## src/rtl/bus_arb_mh.sv

```systemverilog
// Multi-host bus arbiter: round-robin or fixed-priority grant, base/mask device decode,
// and a registered one-cycle response path with error signalling for unmapped addresses.
module bus_arb_mh #(
    parameter int NrHosts   = 2,
    parameter int NrDevices = 3,
    parameter int DataWidth = 32,
    parameter int AddrWidth = 32,
    parameter int ArbMode   = 0
) (
    input  logic                           clk_i,
    input  logic                           rst_i,
    input  logic [NrHosts-1:0]             host_req_i,
    input  logic [NrHosts-1:0]             host_we_i,
    input  logic [NrHosts*AddrWidth-1:0]   host_addr_i,
    input  logic [NrHosts*DataWidth-1:0]   host_wdata_i,
    output logic [NrHosts-1:0]             host_gnt_o,
    output logic [NrHosts-1:0]             host_rvalid_o,
    output logic [NrHosts-1:0]             host_err_o,
    output logic [NrHosts*DataWidth-1:0]   host_rdata_o,
    output logic [NrDevices-1:0]           device_req_o,
    output logic [NrDevices-1:0]           device_we_o,
    output logic [NrDevices*AddrWidth-1:0] device_addr_o,
    output logic [NrDevices*DataWidth-1:0] device_wdata_o,
    input  logic [NrDevices*DataWidth-1:0] device_rdata_i,
    input  logic [NrDevices*AddrWidth-1:0] cfg_device_addr_base,
    input  logic [NrDevices*AddrWidth-1:0] cfg_device_addr_mask
);

    localparam int HostIdxW = (NrHosts > 1) ? $clog2(NrHosts) : 1;
    localparam int DevIdxW  = (NrDevices > 1) ? $clog2(NrDevices) : 1;

    logic [HostIdxW-1:0]  r_ptr;
    logic [HostIdxW-1:0]  r_respHost;
    logic [DevIdxW-1:0]   r_respDev;
    logic                 r_respValid;
    logic                 r_respErr;
    logic                 r_respWe;

    logic [HostIdxW-1:0]  w_scanBase;
    logic [HostIdxW:0]    w_cand;
    logic [HostIdxW-1:0]  w_winner;
    logic [HostIdxW-1:0]  w_ptrNext;
    logic                 w_found;
    logic [AddrWidth-1:0] w_addr;
    logic [DataWidth-1:0] w_wdata;
    logic                 w_we;
    logic                 w_hit;
    logic [DevIdxW-1:0]   w_dev;
    logic [DataWidth-1:0] w_rdata;

    // Fixed-priority mode is simply a scan that always starts at host 0.
    assign w_scanBase = (ArbMode == 1) ? '0 : r_ptr;

    always_comb begin
        w_found  = 1'b0;
        w_winner = '0;
        w_cand   = '0;
        for (int i = 0; i < NrHosts; i++) begin
            w_cand = {1'b0, w_scanBase} + (HostIdxW+1)'(i);
            if (w_cand >= (HostIdxW+1)'(NrHosts)) begin
                w_cand = w_cand - (HostIdxW+1)'(NrHosts);
            end
            if (!w_found && host_req_i[w_cand[HostIdxW-1:0]]) begin
                w_found  = 1'b1;
                w_winner = w_cand[HostIdxW-1:0];
            end
        end
    end

    assign w_ptrNext = (({1'b0, w_winner} + 1'b1) >= (HostIdxW+1)'(NrHosts)) ? '0 : w_winner + 1'b1;

    always_comb begin
        w_addr  = '0;
        w_wdata = '0;
        w_we    = 1'b0;
        for (int h = 0; h < NrHosts; h++) begin
            if (w_winner == HostIdxW'(h)) begin
                w_addr  = host_addr_i[h*AddrWidth +: AddrWidth];
                w_wdata = host_wdata_i[h*DataWidth +: DataWidth];
                w_we    = host_we_i[h];
            end
        end
    end

    // Scanning downwards lets the lowest-indexed matching device overwrite higher ones.
    always_comb begin
        w_hit = 1'b0;
        w_dev = '0;
        for (int d = NrDevices - 1; d >= 0; d--) begin
            if ((w_addr & cfg_device_addr_mask[d*AddrWidth +: AddrWidth]) ==
                cfg_device_addr_base[d*AddrWidth +: AddrWidth]) begin
                w_hit = 1'b1;
                w_dev = DevIdxW'(d);
            end
        end
    end

    always_comb begin
        host_gnt_o   = '0;
        device_req_o = '0;
        device_we_o  = '0;
        if (w_found && !rst_i) begin
            for (int h = 0; h < NrHosts; h++) begin
                if (w_winner == HostIdxW'(h)) begin
                    host_gnt_o[h] = 1'b1;
                end
            end
            if (w_hit) begin
                for (int d = 0; d < NrDevices; d++) begin
                    if (w_dev == DevIdxW'(d)) begin
                        device_req_o[d] = 1'b1;
                        device_we_o[d]  = w_we;
                    end
                end
            end
        end
    end

    assign device_addr_o  = {NrDevices{w_addr}};
    assign device_wdata_o = {NrDevices{w_wdata}};

    always_ff @(posedge clk_i) begin
        if (rst_i) begin
            r_ptr       <= '0;
            r_respValid <= 1'b0;
            r_respErr   <= 1'b0;
            r_respHost  <= '0;
            r_respDev   <= '0;
            r_respWe    <= 1'b0;
        end else begin
            r_respValid <= w_found;
            if (w_found) begin
                r_respHost <= w_winner;
                r_respDev  <= w_hit ? w_dev : '0;
                r_respErr  <= !w_hit;
                r_respWe   <= w_we;
                if (ArbMode == 0) begin
                    r_ptr <= w_ptrNext;
                end
            end
        end
    end

    // Writes and errors return zero data so stale device data never leaks to a host.
    always_comb begin
        host_rvalid_o = '0;
        host_err_o    = '0;
        host_rdata_o  = '0;
        w_rdata       = '0;
        for (int d = 0; d < NrDevices; d++) begin
            if (r_respDev == DevIdxW'(d)) begin
                w_rdata = device_rdata_i[d*DataWidth +: DataWidth];
            end
        end
        if (r_respValid && !rst_i) begin
            for (int h = 0; h < NrHosts; h++) begin
                if (r_respHost == HostIdxW'(h)) begin
                    host_rvalid_o[h] = 1'b1;
                    host_err_o[h]    = r_respErr;
                    if (!r_respErr && !r_respWe) begin
                        host_rdata_o[h*DataWidth +: DataWidth] = w_rdata;
                    end
                end
            end
        end
    end

endmodule

```

## config.mk

```make
export PLATFORM = sky130hd
export DESIGN_NAME = bus_arb_mh
export DESIGN_NICKNAME = d
export VERILOG_FILES = /design/src/rtl/bus_arb_mh.sv
export SDC_FILE = /design/constraint.sdc
export NUM_CORES = 1
export LEC_CHECK = 0
export ABC_AREA = 0
export ABC_CLOCK_PERIOD_IN_PS = 3500
export CORE_AREA = 2 2 270 272
export CTS_CLUSTER_DIAMETER = 30
export DETAILED_ROUTE_END_ITERATION = 6
export DIE_AREA = 0 0 272 274
export PLACE_DENSITY = 0.43
export RECOVER_POWER = 25
export SYNTH_ARGS = -nofsm -noshare
export SYNTH_HDL_FRONTEND = slang
export SYNTH_SLANG_ARGS = --single-unit
```

## constraint.sdc

```tcl
create_clock -name clk_i -period 3.5 [get_ports clk_i]
set_clock_uncertainty 0.05 [all_clocks]
set_input_delay 0.7 -clock clk_i [delete_from_list [all_inputs] [get_ports clk_i]]
set_output_delay 0.7 -clock clk_i [all_outputs]
set_load 0.005 [all_outputs]
```

* Word-level counts from Yosys, hierarchy flattened
Index checks and enable logic that the tools add are counted.
Widths: inputs -> output; s select.
** Operators by class
- Order comparisons :: 5
- Reduce and logical (&&, ||, !) cells :: 11
- $add $sub $neg :: 5
- Bitwise gates (word level) :: 3
- Eq/ne operators :: 7
- Muxes and demuxes :: 47
** Operators with widths (count)
- $mux 32 :: 8
- $and 32x32->32 :: 3
- $eq 32x32->1 :: 3
- $mux 64 :: 1
- $mux 1 :: 27
- $mux 2 :: 7
- $mux 3 :: 4
- $logic_not 1->1 :: 5
- $add 1x1->2 const B :: 2
- $eq 2x1->1 const B :: 2
- $eq 2x2->1 const B :: 2
- $ge 2x2->1 const B :: 2
- $logic_and 1x1->1 :: 4
- $logic_not 2->1 :: 2
- $lt 1x2->1 const B :: 2
- $ge 1x2->1 const B :: 1
- $sub 1x1->1 const B :: 2
- $add 1x1->1 const B :: 1
** Storage, ports and cells
- Register bits :: 7

* Longest topological paths before layout
- Depth after elaboration :: 18
- Gate-level depth with buffers :: 12
- Gate-level depth less buffers :: 8

* Worst setup path after synthesis
Ideal clock, no wire load.
- Path kind :: input to output
- Start point :: input port host_req_i[1]
- End point :: output port device_we_o[2]
- Stages :: 11
- Setup slack :: 0.114 ns
- Data arrival time :: 2.636 ns
- Path through :: inv_2 buf_4 buf_2 buf_1 o211ai_1 and3_1 nor4b_1 nand4_1 nor4_2 nand4_1 nor2_1
** Between the ends
- Word-level cells in the longest chain between the ends :: 16
** Ends and longest elaborated chain
- start: declaration :: RTL line 12 : input logic [NrHosts-1:0] host_req_i,
- $mux 1 (implied by the code) (2 in series) :: RTL line 63 : if (!w_found && host_req_i[w_cand[HostIdxW-1:0]]) begin
- $mux 1 :: RTL line 63
- $logic_not 1->1 :: RTL line 63
- $logic_and 1x1->1 :: RTL line 63
- $mux 1 :: RTL line 63
- $mux 32 :: RTL line 77 : if (w_winner == HostIdxW'(h)) begin
- $and 32x32->32 :: RTL line 90 : if ((w_addr & cfg_device_addr_mask[d*AddrWidth +: AddrWidth]) ==
- $eq 32x32->1 :: RTL line 90
- $mux 2 (3 in series) :: RTL line 90
- $eq 2x2->1 :: RTL line 110 : if (w_dev == DevIdxW'(d)) begin
- $mux 1 :: RTL line 110
- $mux 3 :: RTL line 108 : if (w_hit) begin
- $mux 3 * :: RTL line 102 : if (w_found && !rst_i) begin
- end: declaration :: RTL line 21 : output logic [NrDevices-1:0] device_we_o,
Every way passes the cells marked *; elsewhere a longest branch is shown, timed or not. The select of a mux whose other input is x is not followed.

* Worst setup path after layout
- Start point :: input port host_req_i[0]
- End point :: output port device_req_o[1]
** Between the ends
- Word-level cells in the longest chain between the ends :: 16
** Ends and longest elaborated chain
- $mux 1 (implied by the code) (2 in series) :: RTL line 63
- $mux 1 :: RTL line 63
- $logic_not 1->1 :: RTL line 63
- $logic_and 1x1->1 :: RTL line 63
- $mux 1 :: RTL line 63
- $mux 32 :: RTL line 77
- $and 32x32->32 :: RTL line 90
- $eq 32x32->1 :: RTL line 90
- $mux 2 (3 in series) :: RTL line 90
- $eq 2x1->1 :: RTL line 110
- $mux 1 :: RTL line 110
- $mux 3 :: RTL line 108
- $mux 3 * :: RTL line 102
- end: declaration :: RTL line 20 : output logic [NrDevices-1:0] device_req_o,
Marks and branches as above.

==> metrics.md <==
| Metric | Value |
|---|---|
| Hold_ws | `0.434 ns` |
| Static Leak | `5.98 nW` |
| Clk sink count | `7` |
| Final setup violation count | `181` |
| Ys flop type | `dfxtp_1` |
| CP Max Fanout | `16` |
| Ratio of cells with drive above 1 in the final layout | `16.2%` |
| Final worst path period share | `121%` |
| GR Layer Usage met2 | `29.9%` |
| Total Routing Usage GR | `16.5%` |
| Met3 usage | `5.09%` |
| Top-area cell type share of the netlist area | `between 15 and 20%` |
| VDD IR-drop max | `177 uV` |
| Async S/R FF share, synth | `0%` |
| DRC | `0` |
| CTS tree | `done` |
| Met1 Track Usage GR | `18.9%` |
| Reg clk slew, reported paths | `0.04 ns` |
| Total power | `roughly 2.4 mW` |
| Synthesized flop and latch total | `7` |
| Busiest grt layer | `met2` |
| Initial antenna violation count | `25` |
| Area leader, netlist | `buf_4` |
| Slew @ Worst Pin | `between 0.6 and 0.7 ns` |
| Design area | `15,600 sq um` |
| Initial DRT Pass Iterations | `5` |
| Sequential fraction of the synthesis area | `2.23%` |
| Routability Congestion | `0.871` |
| Netlist cell types | `31` |
| Worst slew margin | `58.8%` |
| Placed Area | `~15,000 sq um` |
| Hold Vio Cnt, Final | `0` |
| Syn avg cell area | `roughly 5.8 sq um` |
| CTS max path bufs | `2` |
| Max_cap viols | `0` |
| Die ar. | `~75,000 sq um` |
| Initial Utilization | `roughly 9%` |
| Clk_lat worst skew | `0.23 ns` |
| Largest net degree at the start of global routing | `35` |
| # port buffers | `689` |
| Row count | `99` |
| Num CTS Buffers | `3` |
| Hold-fix buffers, CTS | `0` |
| Syn Std Cell Area | `6290 sq um` |
| Final period demand of the worst path | `4.22 ns` |
| Failing checks | `setup timing` |
| Pwr dens | `about 150 nW/um^2` |
| Worst Setup End Kind | `primary output` |
| Routed vias/inst | `4.08` |
| Die W | `272 um` |
| Fin worst setup slack | `-0.720 ns` |
| Status | `complete, but fails checks` |
| Hold Crit Class | `reg2reg` |
| Post-Syn Nets | `1,509` |
| CP Class | `in2out` |
| Dpl hpwl | `56,000 um` |
| First-pass GRT wire length | `87,300 um` |
| GRT overflow | `0` |
| Routed WL | `~66,000 um` |
| Max-slew violations | `0` |
| RSZ-0062 raised after global routing | `yes` |
| I/O pins | `690` |
| Setup WS pre-CTS | `-1.73 ns` |
| Ys Warns | `0` |
| Max frequency | `~240 MHz` |
| Startpoint types | `input pin` |
| DRT iter0 DRCs | `618` |
| Core Region | `72,000 sq um` |
| Max H-tree Level | `1` |
| Arr. time, crit path | `3.47 ns` |
| Final nets | `about 2,200` |
| EDFF count, synth | `0` |
| Ranking of synthesized cells by area | `buf_4, nand2_1, o211ai_1` |
| Vias | `11,300` |
| Area grow syn2layout | `148%` |
| Cells after Synth | `1,087` |
| DP Cell Count | `2,726` |
| Die Span Y | `around 270 um` |
| Critical path required time | `around 2.8 ns` |
| Antenna-violating nets left | `0` |
| Via count of the first global-routing pass | `11,300` |
| Root Buffer | `clkbuf_16` |
| Wire per inst | `23.7 um` |
| Final Non-Filler Cells | `between 2,000 and 3,000` |
## metal layers
metal	vias to the layer above	wire length, um
li1	5302	-
met4	32	1490
met3	80	5520
met5	-	218
met2	594	32500
met1	5281	25800
## placed cells by master, fill, tap and decap left out, drive strengths merged
cell           netlist  layout
clkdlybuf4s50        0     641
nor3                 3       3
clkinv               0       1
nor2                76      76
inv                  7       7
nand2              261     261
dlygate4sd3          0      24
nor4b               31      31
a21o                12      12
o21ai               33      33
and4b               11      11
a211oi               1       1
and3                43      43
nand2b               1       1
o211ai              96      96
or4                  2       2
clkbuf              38      13
nand3               54      54
bufbuf               0       1
or3b                 1       1
nor2b                2       2
nand3b               1       1
dfxtp                7       7
dlymetal6s2s         0       9
clkdlybuf4s25        0       1
nand4              109     109
buf                168     230
diode                0       5
nor4                 9       9
a21oi               88      88
mux2i               33      33
## state kept, by name, summed over array words and instances (netlist names)
signal       count
r_respHost       1
r_respWe         1
r_respDev        2
r_ptr            1
r_respErr        1
r_respValid      1
## report_power, final
part / switching [mW] / internal (mW)
clock: 0.0446 / 0.150
combinational: 0.899 / 1.23
sequential: 0.00400 / 0.0844
## stage by stage
stage               util, %  TNS, ns
floorplan                 -        0
global placement       20.7   -61.58
detailed placement     20.7   -62.36
CTS                    21.5    -4.47
global route           21.7   -41.20
finish                 21.7   -19.82
## area by class of cell
class / instances / area, sq um
fill: 8027 / 56400
sequential: 7 / 141
timing repair buffer: 916 / 9110
antenna: 5 / 12.5
inverter: 7 / 28.8
multi-input combinational: 867 / 5040
clock inverter: 1 / 5.00
tap: 959 / 1200
clock buffer: 3 / 75.1
## worst paths after layout
kind	depth (start not counted)	end	start	slack, ns
max	15	device_req_o[1]	host_req_i[0]	-0.72
min	2	r_respHost	r_respHost	0.43
max reg2reg	13	r_respDev[1]	r_ptr	0.36
min reg2reg	2	r_respHost	r_respHost	0.43
## logic make-up (layout without fill, tap and decap cells)
kind of cell / Yosys count / count (layout) / share of synthesized area [%]
AND/OR/NAND/NOR: 604 / 604 / 47.9
AO/OA/AOI/OAI: 230 / 230 / 22.6
buffers and inverters: 213 / 927 / 22.0
multiplexers: 33 / 33 / 5.25
flip-flops: 7 / 7 / 2.23
other: 0 / 5 / 0
## critical path, stage by stage
cell and delay, ns:
buf_6 0.09, nor2b_4 0.13, buf_12 0.14, buf_4 0.16
buf_16 0.16, o211ai_1 0.24, a21oi_1 0.12, nor4b_2 0.25
nand4_1 0.18, buf_4 0.19, or4_4 0.59, buf_6 0.16
nor3_2 0.10, buf_4 0.15, buf_6 0.09
## cell usage after synthesis (6+ instances only)
cell      count
a21o_1       12
buf_2        18
buf_1         6
mux2i_1      33
nand4_1     109
nor4_1        8
nand2_1     261
dfxtp_1       7
o211ai_1     96
and3_1       43
and4b_1      11
buf_6         6
nor2_1       76
buf_4       138
nor4b_1      30
o21ai_0      33
a21oi_1      88
clkbuf_1     38
nand3_1      54
inv_1         6
## what timing repair did
action                                  CTS  global route
resized for setup                        62            39
endpoints found under the setup margin  201            25
buffers inserted                         16             8
pin swaps                                24            23
hold endpoints to repair                  0             0
gates cloned                              6             1
Power figures use the tool's default switching activity.
